[src/rtl/noc_pkg.sv]
// noc_pkg: shared flit layout helpers and FSM state types for the node
// interface.
//   bus_size()       : flit width, {valid, dest, payload}
//   flit_valid_bit() : bit index of the flit valid bit
//   flit_addr_lsb()  : lowest bit of the destination field
//   tx_state_t       : TX handshake states (sender side)
//   rx_state_t       : RX handshake states (receiver side)
package noc_pkg;

  function automatic int bus_size(input int data_size, input int addr_size);
    return data_size + addr_size + 1;
  endfunction

  function automatic int flit_valid_bit(input int data_size, input int addr_size);
    return data_size + addr_size;
  endfunction

  function automatic int flit_addr_lsb(input int data_size);
    return data_size;
  endfunction

  typedef enum logic [1:0] {
    T_IDLE = 2'd0,
    T_REQ  = 2'd1,
    T_REL  = 2'd2
  } tx_state_t;

  typedef enum logic {
    R_WAIT = 1'b0,
    R_ACK  = 1'b1
  } rx_state_t;

endpackage

[src/rtl/ni_rx_fifo.sv]
// ni_rx_fifo: first-word-fall-through FIFO holding received payloads.
//   clk, a_rst : clock, synchronous active-high reset (empties the FIFO)
//   i_push     : write i_data (ignored when full unless a pop frees the slot)
//   i_pop      : drop the head (ignored when empty)
//   o_valid    : FIFO not empty; o_data is the head word
//   o_full     : all 2^LOG2 slots occupied
module ni_rx_fifo #(
  parameter int W    = 32,
  parameter int LOG2 = 2
) (
  input  logic         clk,
  input  logic         a_rst,
  input  logic         i_push,
  input  logic [W-1:0] i_data,
  input  logic         i_pop,
  output logic         o_valid,
  output logic [W-1:0] o_data,
  output logic         o_full
);
  localparam int DEPTH = 1 << LOG2;

  logic [W-1:0]  r_mem [DEPTH];
  // One extra pointer bit separates full from empty when the indexes match.
  logic [LOG2:0] r_wptr, r_rptr;
  logic          w_empty, w_do_push, w_do_pop;

  assign w_empty   = (r_wptr == r_rptr);
  assign o_full    = (r_wptr[LOG2] != r_rptr[LOG2]) &&
                     (r_wptr[LOG2-1:0] == r_rptr[LOG2-1:0]);
  assign w_do_pop  = i_pop && !w_empty;
  // At full, a same-cycle pop vacates the head slot, which is exactly where
  // the write lands; the head is read combinationally before the edge.
  assign w_do_push = i_push && (!o_full || w_do_pop);

  assign o_valid = !w_empty;
  assign o_data  = r_mem[r_rptr[LOG2-1:0]];

  always_ff @(posedge clk) begin
    if (w_do_push) r_mem[r_wptr[LOG2-1:0]] <= i_data;
  end

  always_ff @(posedge clk) begin
    if (a_rst) begin
      r_wptr <= '0;
      r_rptr <= '0;
    end else begin
      if (w_do_push) r_wptr <= r_wptr + (LOG2+1)'(1);
      if (w_do_pop)  r_rptr <= r_rptr + (LOG2+1)'(1);
    end
  end

endmodule

[src/rtl/net_iface.sv]
// net_iface: node-side end of a switch local port.
//   Host TX  : tx_valid/tx_ready/tx_dest/tx_data -> flit {1,dest,data}
//   Host RX  : rx_valid/rx_ready/rx_data from a small FWFT FIFO
//   Switch   : sw_wr_ready_out/sw_r_ready_in/sw_data_o (we send, 4-phase)
//              sw_wr_ready_in/sw_r_ready_out/sw_data_i (we receive, 4-phase)
//   Status   : tx_count/rx_count (wrapping), tx_err/rx_err (sticky)
//   clk, a_rst : clock, synchronous active-high reset
module net_iface import noc_pkg::*; #(
  parameter  int DATA_SIZE = 32,
  parameter  int ADDR_SIZE = 4,
  parameter  int NODES_NUM = 9,
  parameter  int ADDR      = 0,
  parameter  int RX_LOG2   = 2,
  parameter  int CNT_W     = 16,
  localparam int BUS_SIZE  = bus_size(DATA_SIZE, ADDR_SIZE)
) (
  input  logic                 clk,
  input  logic                 a_rst,
  input  logic                 tx_valid,
  output logic                 tx_ready,
  input  logic [ADDR_SIZE-1:0] tx_dest,
  input  logic [DATA_SIZE-1:0] tx_data,
  output logic                 rx_valid,
  input  logic                 rx_ready,
  output logic [DATA_SIZE-1:0] rx_data,
  output logic                 sw_wr_ready_out,
  input  logic                 sw_r_ready_in,
  output logic [BUS_SIZE-1:0]  sw_data_o,
  input  logic                 sw_wr_ready_in,
  output logic                 sw_r_ready_out,
  input  logic [BUS_SIZE-1:0]  sw_data_i,
  output logic [CNT_W-1:0]     tx_count,
  output logic [CNT_W-1:0]     rx_count,
  output logic                 tx_err,
  output logic                 rx_err
);
  localparam int VB = flit_valid_bit(DATA_SIZE, ADDR_SIZE);
  localparam int AL = flit_addr_lsb(DATA_SIZE);

  tx_state_t           r_tx_state, w_tx_next;
  rx_state_t           r_rx_state, w_rx_next;
  logic [BUS_SIZE-1:0] r_flit, w_tx_flit;
  logic [CNT_W-1:0]    r_tx_cnt, r_rx_cnt;
  logic                r_tx_err, r_rx_err;
  logic                w_accept, w_dest_ok, w_capture, w_flit_ok, w_push;
  logic                w_fifo_full;

  // ---------------- TX ----------------
  assign tx_ready  = (r_tx_state == T_IDLE) && !a_rst;
  assign w_accept  = tx_valid && tx_ready;
  assign w_dest_ok = int'(tx_dest) < NODES_NUM;

  always_comb begin
    w_tx_flit                    = '0;
    w_tx_flit[VB]                = 1'b1;
    w_tx_flit[AL +: ADDR_SIZE]   = tx_dest;
    w_tx_flit[DATA_SIZE-1:0]     = tx_data;
  end

  always_comb begin
    w_tx_next = r_tx_state;
    unique case (r_tx_state)
      T_IDLE:  if (w_accept && w_dest_ok) w_tx_next = T_REQ;
      T_REQ:   if (sw_r_ready_in)         w_tx_next = T_REL;
      T_REL:   if (!sw_r_ready_in)        w_tx_next = T_IDLE;
      default:                            w_tx_next = T_IDLE;
    endcase
  end

  always_ff @(posedge clk) begin
    if (a_rst) begin
      r_tx_state <= T_IDLE;
      r_flit     <= '0;
      r_tx_cnt   <= '0;
      r_tx_err   <= 1'b0;
    end else begin
      r_tx_state <= w_tx_next;
      if (w_accept && w_dest_ok)  r_flit   <= w_tx_flit;
      if (w_accept && !w_dest_ok) r_tx_err <= 1'b1;
      // A flit counts as sent once the switch has latched it.
      if (r_tx_state == T_REQ && sw_r_ready_in) r_tx_cnt <= r_tx_cnt + CNT_W'(1);
    end
  end

  // ---------------- RX ----------------
  // Capture only with room in the FIFO; otherwise r stays low and the switch
  // keeps holding its flit.
  assign w_capture = (r_rx_state == R_WAIT) && sw_wr_ready_in && !w_fifo_full;
  assign w_flit_ok = sw_data_i[VB] && (sw_data_i[AL +: ADDR_SIZE] == ADDR_SIZE'(ADDR));
  assign w_push    = w_capture && w_flit_ok;

  always_comb begin
    w_rx_next = r_rx_state;
    unique case (r_rx_state)
      R_WAIT: if (w_capture)       w_rx_next = R_ACK;
      R_ACK:  if (!sw_wr_ready_in) w_rx_next = R_WAIT;
    endcase
  end

  always_ff @(posedge clk) begin
    if (a_rst) begin
      r_rx_state <= R_WAIT;
      r_rx_cnt   <= '0;
      r_rx_err   <= 1'b0;
    end else begin
      r_rx_state <= w_rx_next;
      if (w_push)                r_rx_cnt <= r_rx_cnt + CNT_W'(1);
      if (w_capture && !w_flit_ok) r_rx_err <= 1'b1;
    end
  end

  ni_rx_fifo #(.W(DATA_SIZE), .LOG2(RX_LOG2)) u_fifo (
    .clk     (clk),
    .a_rst   (a_rst),
    .i_push  (w_push),
    .i_data  (sw_data_i[DATA_SIZE-1:0]),
    .i_pop   (rx_ready),
    .o_valid (rx_valid),
    .o_data  (rx_data),
    .o_full  (w_fifo_full)
  );

  assign sw_wr_ready_out = (r_tx_state == T_REQ);
  assign sw_r_ready_out  = (r_rx_state == R_ACK);
  assign sw_data_o       = r_flit;
  assign tx_count        = r_tx_cnt;
  assign rx_count        = r_rx_cnt;
  assign tx_err          = r_tx_err;
  assign rx_err          = r_rx_err;

endmodule
[config.mk]
export PLATFORM = sky130hd
export DESIGN_NAME = net_iface
export DESIGN_NICKNAME = d
export VERILOG_FILES = /design/src/rtl/noc_pkg.sv /design/src/rtl/ni_rx_fifo.sv /design/src/rtl/net_iface.sv
export SDC_FILE = /design/constraint.sdc
export NUM_CORES = 1
export LEC_CHECK = 0
export CAP_MARGIN = 0
export CELL_PAD_IN_SITES_DETAIL_PLACEMENT = 1
export CELL_PAD_IN_SITES_GLOBAL_PLACEMENT = 2
export CORE_MARGIN = 5
export CORE_UTILIZATION = 34
export CTS_BUF_LIST = sky130_fd_sc_hd__clkbuf_16
export DETAILED_ROUTE_END_ITERATION = 12
export HOLD_SLACK_MARGIN = 0.05
export PLACE_DENSITY_LB_ADDON = 0.05
export SETUP_SLACK_MARGIN = 0.5
export SLEW_MARGIN = 20
export SYNTH_ARGS = -nofsm -noshare
export SYNTH_HDL_FRONTEND = slang
export SYNTH_HIERARCHICAL = 1
export SYNTH_SLANG_ARGS = --single-unit
[constraint.sdc]
create_clock -name clk -period 4.52 [get_ports clk]
set_input_delay 0.678 -clock clk [delete_from_list [all_inputs] [get_ports clk]]
set_output_delay 0.678 -clock clk [all_outputs]
set_load 0.01 [all_outputs]
== Yosys cells after proc, flatten, opt, wreduce, memory -nomap -nowiden ==
Memory sizes are Yosys's and may differ from the RTL's. A register that Yosys moved wholly into a read port is not among the register bits.
Index checks and enable logic that the tools add are counted.

* Add/subtract/negate cells: 4
* Equal/unequal tests: 8
* Div/mod/pow operators: 0
* $mul: 0
* $lt $le $gt $ge: 1
* Shift operators: 0
* Reduce and logical (&&, ||, !) cells: 22
* Mux-type cells: 11
* Bitwise operators: 1

{| class="wikitable"
|+ Operator list
! operator !! number
|-
| 16-bit by 1-bit adder with 16-bit output, second input constant || 2
|-
| 1-bit logical AND || 13
|-
| 2-bit two-way mux || 5
|-
| 3-bit by 1-bit adder with 3-bit output, second input constant || 2
|-
| 2-bit case mux with 3 select lines || 1
|-
| 1-bit zero test || 5
|-
| 4-bit zero test || 1
|-
| 4-bit < comparator, second input constant || 1
|-
| 1-bit two-way mux || 4
|-
| 2-bit by 1-bit != test with 1-bit output, second input constant || 2
|-
| 3-bit == test || 1
|-
| 3-bit AND reduction || 1
|-
| 2-bit by 1-bit == test with 1-bit output, second input constant || 1
|-
| 2-bit == test || 1
|-
| 2-bit == test, second input constant || 1
|-
| 2-bit zero test || 1
|-
| 2-bit != test, second input constant || 1
|-
| 1-bit case mux with 2 select lines || 1
|-
| 1-bit logical OR || 1
|-
| 1-bit != test || 1
|-
| 1-bit NOT || 1
|}

* Bits in registers: 80
* Bits in read-only memories: 0
* RAM bits: 128
* Input port bits: 79
* Memories kept: 1
* Output and inout bits: 107
* Bits in latches: 0
* Logic and storage cells: 57

{| class="wikitable"
|+ Memories
! memory !! depth !! width !! read ports !! clocked after memory_dff !! write ports !! line !! RTL
|-
| u_fifo.r_mem || 4 || 32 || 1 || 1 || 1 || ni_rx_fifo.sv:22 || <nowiki>logic [W-1:0] r_mem [DEPTH];</nowiki>
|}

== Longest topological paths before layout ==
Gate-level depths: netlist of the first run.

* Depth after elaboration: 8
* Mapped depth: 8
* Gate-level depth less buffers: 7

== Modules after synthesis ==
The synthesis of the first run kept the hierarchy.

{| class="wikitable"
|+ By module, submodules not included
! module !! cells an instance !! times used !! sequential area each (um2) !! area each (um2)
|-
| ni_rx_fifo || 221 || 1 || 4003.8 || 5138.7
|-
| net_iface || 359 || 1 || 1481.4 || 2956.6
|}

== Worst setup path after synthesis of the first run ==
Ideal clock, no wire load.

* Kind: input to register
* Start: input sw_data_i[32]
* End: register u_fifo.r_wptr[2]
* Library setup time: 0.126 ns
* Data arrival time: 3.081 ns
* Data required time: 4.394 ns
* Buffers on the path: 1
* Path slack: 1.313 ns
* Cell stages on the path: 6
* Cells stage by stage: or4b_1 clkbuf_1 nor2_1 nand2_1 a41oi_2 mux2_1

* Word-level cells in the longest chain between the ends: 4

{| class="wikitable"
|+ Ends and longest elaborated chain
! element !! line !! RTL
|-
| from (decl) || net_iface.sv:31 || <nowiki>input logic [BUS_SIZE-1:0] sw_data_i,</nowiki>
|-
| 4-bit zero test || net_iface.sv:89 || <nowiki>assign w_flit_ok = sw_data_i[VB] && (sw_data_i[AL +: ADDR_SIZE] == ADDR_SIZE'(ADDR));</nowiki>
|-
| 1-bit logical AND || net_iface.sv:89 ||
|-
| 1-bit logical AND || net_iface.sv:90 || <nowiki>assign w_push = w_capture && w_flit_ok;</nowiki>
|-
| net w_push || net_iface.sv:45 || <nowiki>logic w_accept, w_dest_ok, w_capture, w_flit_ok, w_push;</nowiki>
|-
| 1-bit logical AND || ni_rx_fifo.sv:33 || <nowiki>assign w_do_push = i_push && (!o_full || w_do_pop);</nowiki>
|-
| to (signal assigned) || ni_rx_fifo.sv:47 || <nowiki>if (w_do_push) r_wptr <= r_wptr + (LOG2+1)'(1);</nowiki>
|-
| to (decl) || ni_rx_fifo.sv:24 || <nowiki>logic [LOG2:0] r_wptr, r_rptr;</nowiki>
|}

The timed path passes the listed nets, and every way through them passes these cells.
A chain may end at the register's enable or synchronous reset.

==> impl_metrics.json, run 1 <==
{
  "switching_share_pct": 21.7,
  "cts_buffer_depth": 3,
  "tns_ns": 0,
  "synth_area_sq_um": 8100,
  "power.leakage_nw": 3.57,
  "io_pins": 186,
  "grt.overflow.total": 0,
  "hold_path.class": "flip-flop to flip-flop",
  "seq_area_frac_synth_pct": 67.8,
  "first_iter_violations": 259,
  "peakVddDrop_v": 0.000168,
  "start_util_pct": 34.5,
  "fin_cells": 1109,
  "startpoint_type": "flip-flop",
  "io_buffers": 185,
  "required_ns": 3.84,
  "cts_tree": "done",
  "area_growth_pct": 36.4,
  "rsz0062_at_grt": "false",
  "finalHoldViolations": 0,
  "ant_nets": 0,
  "tightest_slew_ns": 0.923,
  "wl_per_cell_microns": 18.5,
  "min_period_ns": 3.34,
  "final_area_sq_um": 11000,
  "crit_chain": "buf_4, mux4_2, clkdlybuf4s50_1",
  "clk_pin_slew_ns": 0.06,
  "synth_edf_count": 128,
  "first_pass_iters": 4,
  "post-route-period-util_pct": 73.8,
  "vias": 5356,
  "cts_setup_buffers": 0,
  "p_switching_mw": 0.921,
  "cp-end-kind": "output pin",
  "gp_congestion": 0.742,
  "clock_sinks": 210,
  "path_delay_family": "buffers and inverters",
  "dpl.hpwl_mm": 13.8,
  "slowest_stage": "mux4_2",
  "finClkSkew_ns": 0.00933,
  "crit_arrival_ns": 2.66,
  "max_freq_ghz": 0.300,
  "critPathKind": "flip-flop to output pin",
  "insertion_delay_ns": 0.50,
  "routed_via_density": 4.83,
  "crit_path_max_fanout": 24,
  "drc": 0,
  "path_buf_inv": 2,
  "die_area_sq_um": 27000,
  "place_inst": 1066,
  "synth_seq_cells": 210,
  "slew_headroom_pct": 38.5,
  "cts_root_buf": "clkbuf_16",
  "maxCapViolCount": 0,
  "fin_nets": 858,
  "synth_nets": 666,
  "antenna_found_initial": 1,
  "cts_resized": 0,
  "die_w_microns": 164,
  "grt_max_degree": 85,
  "rows": 56,
  "syn_inst": 580,
  "combinationalPowerShare_pct": 9.3,
  "seqPwrFrac_pct": 49.0,
  "grtUsageTotal_pct": 14.9,
  "yosys-top-cells-area": "edfxtp_1 (47%), dfxtp_1 (20%), mux4_2 (8.9%), nand2_1 (3.9%), a21oi_1 (3.2%)",
  "synth_top_area_share_pct": 47.5,
  "status": "complete, no violations",
  "synthArstFlopShare_pct": 0,
  "drv_slew": 0,
  "synth_ff_type": "edfxtp_1",
  "ys_warn_count": 6,
  "critPathMaxStageDelay_ns": 0.61,
  "place_area_sq_um": 10300,
  "utilization_pct": 47.0,
  "setup_viol": 0,
  "postCtsHoldBufs": 0,
  "cts_buffers": 23,
  "p_int_mw": 3.32,
  "wl_mm": 20.5,
  "grt_pass1_wl_mm": 31.9,
  "pwr-share-clk_pct": 41.7,
  "die_height_microns": 164,
  "drive_gt1_share_pct": 10.9,
  "grt_pass1_vias": 5893,
  "avgSynthCellArea_sq_um": 14.0,
  "yosysTopAreaCell": "edfxtp_1",
  "synth_cell_types": 50,
  "coreArea_sq_um": 23500,
  "powerDensity_nw_per_um2": 384,
  "h-tree-depth": 1
}
-- layout make-up --
cell class                      count  area, sq um
Tap cell                          319          399
Multi-Input combinational cell    329         2460
Antenna cell                        1         2.50
Clock buffer                       23          576
Clock inverter                     19          138
Timing Repair Buffer              194         1930
Fill cell                        2415        12400
Inverter                           14         52.6
Sequential cell                   210         5490
-- placed cells by master (no fill, tap or decap), types with 2 or more instances in the layout --
master / synthesis / final
and4_1: 3 / 3
edfxtp_1: 128 / 128
a21oi_1: 52 / 52
and3_1: 6 / 6
xor2_1: 4 / 4
clkinv_1: 0 / 4
and2_1: 5 / 2
clkdlybuf4s50_1: 0 / 184
nor2_1: 26 / 26
nor3_1: 7 / 7
a31oi_1: 2 / 2
clkbuf_16: 0 / 23
or3_1: 10 / 10
xnor2_1: 14 / 14
or4_1: 4 / 4
o31ai_1: 4 / 4
nand4_1: 8 / 8
inv_1: 14 / 22
nor4_1: 5 / 5
nand3_1: 11 / 11
xnor2_2: 2 / 2
mux2_1: 3 / 3
buf_4: 3 / 8
bufinv_16: 0 / 2
nand4b_1: 2 / 2
nor2b_1: 4 / 4
o21ai_0: 10 / 10
nand2_1: 84 / 84
mux4_2: 32 / 32
nor3b_1: 2 / 2
clkinv_2: 0 / 2
or4b_1: 2 / 2
dfxtp_1: 82 / 81
ha_1: 7 / 7
mux2i_1: 2 / 2
and2_2: 0 / 3
-- registers in the layout, summed over array words and instances (netlist names), 2 cells and up, named ones only --
name / count
sw_data_o: 37
tx_count: 16
u_fifo/r_mem: 128
u_fifo/r_wptr: 3
r_tx_state: 2
u_fifo/r_rptr: 3
rx_count: 16
-- power by group through the flow --
stage	Combinational (mW)	Sequential, mW	Clock, mW
after floorplan	0.185	2.11	0
after global placement	0.399	2.11	0
after detailed placement	0.403	2.12	0
after CTS	0.405	2.08	1.84
after global routing	0.426	2.08	1.92
final	0.396	2.07	1.77
-- cells by family (layout without fill, tap and decap cells) --
logic type | after synthesis | count (layout) | synth area share, %
XOR/XNOR | 21 | 21 | 2.55
buffers and inverters | 41 | 250 | 2.06
adder cells (fa/ha/maj) | 7 | 7 | 1.08
other | 0 | 1 | 0
AO/OA/AOI/OAI | 77 | 77 | 5.52
flip-flops | 210 | 210 | 67.8
AND/OR/NAND/NOR | 186 | 186 | 11.3
multiplexers | 38 | 38 | 9.75
-- cell usage after synthesis (all sizes together), types with 4 or more instances --
| library cell | n |
|---|---|
| edfxtp | 128 |
| nand2 | 84 |
| dfxtp | 82 |
| a21oi | 52 |
| mux4 | 32 |
| nor2 | 26 |
| clkbuf | 20 |
| xnor2 | 16 |
| inv | 14 |
| nand3 | 11 |
| o21ai | 10 |
| or3 | 10 |
| nand4 | 8 |
| buf | 7 |
| ha | 7 |
| nor3 | 7 |
| and3 | 6 |
| and2 | 5 |
| nor4 | 5 |
| or4 | 5 |
| xor2 | 5 |
| mux2 | 4 |
| nor2b | 4 |
| o31ai | 4 |
-- per-layer routing --
layer	share of wire (%)	up-vias	GRT usage (%)	routed length [microns]
li1	-	2538	-	-
met1	41	2663	18.1	8370
met2	50	128	25.7	10300
met3	7.7	25	5.12	1590
met4	1.2	2	3.32	243
met5	0.058	-	0	12
-- worst reg2reg max path, cell delays in order (launching register included) --
cell	delay, ns
dfxtp_1	0.43
xnor2_2	0.19
and3_1	0.27
or4b_1	0.67
nor2_1	0.24
inv_1	0.08
a41oi_2	0.30
and2_2	0.55
buf_12	0.24
-- path summary, 6_finish.rpt --
| check | end | slack (ns) | from | depth (start not counted) |
|---|---|---|---|---|
| setup / recovery | rx_data[1] | 1.18 | flip-flop | 3 |
| hold / removal | sw_data_o[28] | 0.45 | sw_data_o[28] | 2 |
| setup reg to reg | u_fifo/r_mem[1][6] | 1.27 | u_fifo/r_wptr[1] | 8 |
| hold reg to reg | sw_data_o[28] | 0.45 | sw_data_o[28] | 2 |
-- stage by stage --
| stage | hold slack, ns | power (mW) | setup WS, ns |
|---|---|---|---|
| finish | 0.452 | 4.24 | 1.18 |
| global route | 0.468 | 4.42 | 1.03 |
| global placement | 0.442 | 2.51 | 0.974 |
| CTS | 0.455 | 4.32 | 1.09 |
| floorplan | 0.470 | 2.30 | 1.31 |
| detailed placement | 0.447 | 2.52 | 0.923 |
No activity file was read; power rests on OpenSTA's default activity.
==> inputs of run 2 (changes only) <==
==> constraint.sdc (replaced) <==
create_clock -name clk -period 3.3 [get_ports clk]
set_input_delay 0.495 -clock clk [delete_from_list [all_inputs] [get_ports clk]]
set_output_delay 0.495 -clock clk [all_outputs]
set_load 0.01 [all_outputs]
==> run 2 against run 1 <==
Compared with the run above: clock skew grew 0.0065 ns; setup slack lost 0.59 ns; wire length grew 0.43%; critical path depth grew 4; hold slack lost 0.0059 ns; sequential cell count is the same; first-iteration DRC count shrank 22%; die area is the same; clock power grew 35%; combinational power grew 45%; clock-buffer cell count grew 1; global-route usage grew 0.36 points; highest routed layer is now met4.
==> impl_metrics.json, run 2 (synthesized netlist as in run 1, its figures left out) <==
{
  "p_switching_mw": 1.27,
  "p_int_mw": 4.54,
  "fin_nets": 866,
  "largest_register_ffs": 128,
  "ant_nets": 0,
  "switching_share_pct": 21.8,
  "clock_sinks": 210,
  "timing.final.ws_setup_ns": 0.593,
  "hold_path.class": "flip-flop to flip-flop",
  "pwr-share-clk_pct": 41.2,
  "start_util_pct": 34.5,
  "max_freq_ghz": 0.369,
  "tns_ns": 0,
  "status": "complete, no violations",
  "die_height_microns": 164,
  "finClkSkew_ns": 0.0158,
  "tightest_slew_ns": 0.704,
  "cts_buffer_depth": 3,
  "crit_path_max_fanout": 8,
  "powerDensity_nw_per_um2": 519,
  "cts_root_buf": "clkbuf_16",
  "startpoint_type": "flip-flop",
  "layout_commonest_cell": "clkdlybuf4s50_1",
  "vias": 5383,
  "grtUsageTotal_pct": 15.3,
  "setup_viol": 0,
  "wl_mm": 20.6,
  "crit_arrival_ns": 3.14,
  "finalHoldViolations": 0,
  "gr-usage-met3_pct": 4.87,
  "peakVddDrop_v": 0.000304,
  "power.leakage_nw": 3.62,
  "die_area_sq_um": 27000,
  "wl_per_cell_microns": 18.5,
  "seqPwrFrac_pct": 48.9,
  "first_pass_iters": 4,
  "coreArea_sq_um": 23500,
  "grt_pass1_wl_mm": 32.6,
  "grt_max_degree": 56,
  "routed_via_density": 4.81,
  "grt-busiest-layer": "met2",
  "slew_headroom_pct": 52.6,
  "grt.overflow.total": 0,
  "insertion_delay_ns": 0.51,
  "critPathKind": "flip-flop to flip-flop",
  "postCtsHoldBufs": 0,
  "area_growth_pct": 38.3,
  "h-tree-depth": 1,
  "cp-end-kind": "flip-flop",
  "io_buffers": 185,
  "io_pins": 186,
  "antenna_found_initial": 0,
  "rsz0062_at_grt": "false",
  "combinationalPowerShare_pct": 9.9,
  "drv_slew": 0,
  "maxCapViolCount": 0,
  "die_w_microns": 164,
  "place_area_sq_um": 10400,
  "cts_tree": "done",
  "gp_congestion": 0.751,
  "gr-usage-met2_pct": 26.9,
  "grt_pass1_vias": 6055,
  "required_ns": 3.73,
  "post-route-period-util_pct": 82.0,
  "dpl.hpwl_mm": 14.2,
  "pre_cts_slack_ns": 0.405,
  "first_iter_violations": 201,
  "final_area_sq_um": 11200,
  "min_period_ns": 2.71,
  "holdWs_ns": 0.447,
  "rows": 56,
  "cts_buffers": 24,
  "drc": 0,
  "drive_gt1_share_pct": 12.7,
  "layout_common_cells": "clkdlybuf4s50_1 (184), edfxtp_1 (128), nand2_1 (84)",
  "met1_usage_pct": 17.9,
  "clk_pin_slew_ns": 0.06
}
==> run 2: metrics by stage <==
step / power, mW / utilization (%) / std cells
after floorplan: 3.15 / - / 580
after global placement: 3.45 / 44.3 / 1072
after detailed placement: 3.47 / 44.3 / 1072
after CTS: 5.92 / 47.6 / 1116
after global routing: 6.07 / 47.7 / 1116
final: 5.81 / 47.7 / 1118
==> run 2: cell type report <==
class | count | area (sq um)
well taps | 319 | 399
multi-input cells | 329 | 2490
fillers | 2379 | 12300
inverters | 14 | 52.6
repair buffers | 201 | 2030
flip-flops and latches | 210 | 5500
clock buffers | 24 | 601
clock inverters | 19 | 115
diodes | 2 | 5.00
==> run 2: path summary, 6_finish.rpt <==
path | start | to | slack [ns] | depth (start not counted)
max reg2reg | u_fifo/r_wptr[1] | rx_count[12] | 0.59 | 7
min | rx_err | rx_err | 0.45 | 2
min reg2reg | rx_err | rx_err | 0.45 | 2
max | u_fifo/r_wptr[1] | rx_count[12] | 0.59 | 7
==> run 2: routing by layer <==
metal,vias to the layer above,share of wire [%]
met5,-,0
met4,0,2.2
met3,27,7.4
met2,142,51
met1,2661,40
li1,2553,-
==> run 2: power groups by stage <==
stage	logic (mW)	registers (mW)	clock network (mW)
global placement	0.551	2.90	0
floorplan	0.255	2.89	0
global route	0.623	2.84	2.60
CTS	0.590	2.83	2.49
detailed placement	0.563	2.90	0
finish	0.576	2.84	2.39
==> run 2: timing repair <==
item	in CTS	in global routing
setup buffers	1	0
resized for setup	5	6
endpoints found under the setup margin	118	98
==> run 2: worst max-delay path, stage by stage (launching register included) <==
cell,delay (ns)
dfxtp_2,0.37
xnor2_4,0.20
and3_1,0.26
or4b_1,0.56
buf_4,0.19
or4_4,0.54
or3_1,0.36
a21oi_1,0.16
==> inputs of run 3 (changes only) <==
--- a/config.mk
+++ b/config.mk
@@ -9,7 +9,7 @@
 export CELL_PAD_IN_SITES_DETAIL_PLACEMENT = 1
 export CELL_PAD_IN_SITES_GLOBAL_PLACEMENT = 2
 export CORE_MARGIN = 5
-export CORE_UTILIZATION = 34
+export CORE_UTILIZATION = 30
 export CTS_BUF_LIST = sky130_fd_sc_hd__clkbuf_16
 export DETAILED_ROUTE_END_ITERATION = 12
 export HOLD_SLACK_MARGIN = 0.05
==> constraint.sdc (replaced) <==
create_clock -name clk -period 2.4 [get_ports clk]
set_input_delay 0.36 -clock clk [delete_from_list [all_inputs] [get_ports clk]]
set_output_delay 0.36 -clock clk [all_outputs]
set_load 0.01 [all_outputs]
==> run 3 against run 2 <==
Compared with the run above: wire length grew 8.9%; power grew 44%; clock power grew 44%; final cell count grew 7.0%; largest power group unchanged.
==> impl_metrics.json, run 3 (synthesized netlist as in run 1, its figures left out) <==
{
  "status": "complete, no violations",
  "post-route-period-util_pct": 97.9,
  "path_buf_inv": 2,
  "required_ns": 2.62,
  "cts_tree": "done",
  "cts_buffer_depth": 3,
  "routed_via_density": 4.71,
  "start_util_pct": 30.3,
  "grtUsageTotal_pct": 14.4,
  "crit_chain": "xnor2_4, and3_4, or4b_4, nor2_4, inv_2, a41oi_4, and2_4, buf_12",
  "postCtsHoldBufs": 0,
  "path_delay_family": "simple AND/OR/NAND/NOR gates",
  "finClkSkew_ns": 0.0129,
  "min_period_ns": 2.35,
  "grt_pass1_vias": 6224,
  "powerDensity_nw_per_um2": 685,
  "rows": 60,
  "die_w_microns": 174,
  "gp_congestion": 0.702,
  "power.leakage_nw": 4.43,
  "hold_path.class": "input port to flip-flop",
  "rsz0062_at_grt": "true",
  "first_iter_violations": 236,
  "drive_gt1_share_pct": 27.1,
  "insertion_delay_ns": 0.52,
  "clk_pin_slew_ns": 0.06,
  "wl_mm": 22.5,
  "die_height_microns": 174,
  "drc": 0,
  "die_area_sq_um": 30400,
  "h-tree-depth": 1,
  "wl_per_cell_microns": 18.8,
  "grt_max_degree": 42,
  "startpoint_type": "flip-flop",
  "io_pins": 186,
  "antenna_found_initial": 0,
  "cts_buffers": 25,
  "cp-end-kind": "flip-flop",
  "grt_pass1_wl_mm": 35.1,
  "layout_common_cells": "clkdlybuf4s50_1 (133), edfxtp_1 (128), nand2_1 (82)",
  "crit_path_max_fanout": 19,
  "slowest_stage": "or4b_4",
  "finalHoldViolations": 0,
  "setup_viol": 0,
  "layout_commonest_cell": "clkdlybuf4s50_1",
  "slew_headroom_pct": 69.4,
  "peakVddDrop_v": 0.000476,
  "vias": 5635,
  "pre_cts_slack_ns": -0.241,
  "ant_nets": 0,
  "clock_sinks": 210,
  "cts_root_buf": "clkbuf_16",
  "critPathKind": "flip-flop to flip-flop",
  "tightest_slew_ns": 0.460,
  "multiInputGateArea_sq_um": 2680,
  "antenna_cells": 0,
  "fillers": 2723,
  "fin_nets": 924,
  "max_freq_ghz": 0.425,
  "first_pass_iters": 4,
  "largest_register_ffs": 128,
  "timing.final.ws_setup_ns": 0.0495,
  "grt.overflow.total": 0,
  "critPathMaxStageDelay_ns": 0.51,
  "coreArea_sq_um": 26700,
  "area_growth_pct": 51.1,
  "crit_arrival_ns": 2.57,
  "maxCapViolCount": 0,
  "final-seq-area_sq_um": 5530,
  "utilization_pct": 45.8,
  "drv_slew": 0,
  "io_buffers": 185,
  "dpl.hpwl_mm": 15.2
}
## run 3: layout make-up
type / count / share of cell area [%]
well taps: 341 / 3.49
clock buffers: 25 / 5.11
clock inverters: 19 / 0.992
repair buffers: 258 / 22.9
inverters: 14 / 0.429
flip-flops and latches: 210 / 45.2
multi-input cells: 329 / 21.9
## run 3: timing repair
item                                    in CTS  in global routing
pin swaps                                   14                  6
endpoints found under the setup margin     192                200
resized for setup                          167                108
gates cloned                                 2                  3
setup buffers                               13                 14
## run 3: routing by layer
layer / global-route usage, % / vias up / wire length (microns) / part of all wire (%)
li1: - / 2669 / - / -
met1: 18.1 / 2807 / 9420 / 42
met2: 24.2 / 136 / 11100 / 50
met3: 4.81 / 23 / 1610 / 7.2
met4: 2.87 / 0 / 306 / 1.4
met5: 0 / - / 0 / 0
## run 3: final timing paths
path | slack (ns) | start | cells after the start | endpoint
min reg2reg | 0.45 | rx_err | 2 | rx_err
min | 0.17 | a_rst | 2 | tx_count[7]
max reg2reg | 0.05 | u_fifo/r_wptr[0] | 8 | u_fifo/r_mem[0][13]
max | 0.05 | u_fifo/r_wptr[0] | 8 | u_fifo/r_mem[0][13]
## run 3: per-stage QoR
| step | setup TNS (ns) | std cells | hold WS [ns] | instance area (sq um) | power, mW |
|---|---|---|---|---|---|
| after floorplan | -14.38 | 580 | 0.459 | 8180 | 4.34 |
| after global placement | -22.31 | 1120 | 0.443 | 10700 | 4.80 |
| after detailed placement | -22.26 | 1120 | 0.449 | 10700 | 4.81 |
| after CTS | 0 | 1179 | 0.130 | 11800 | 8.39 |
| after global routing | -0.754 | 1196 | 0.141 | 12200 | 8.77 |
| final | 0 | 1196 | 0.166 | 12200 | 8.38 |
## run 3: power by group
group / leakage [nW] / internal, mW / switching (mW) / total (mW)
registers: 1.83 / 3.87 / 0.0424 / 3.91
logic: 2.20 / 0.642 / 0.404 / 1.05
clock network: 0.400 / 2.00 / 1.43 / 3.43
total: 4.43 / 6.50 / 1.88 / 8.38
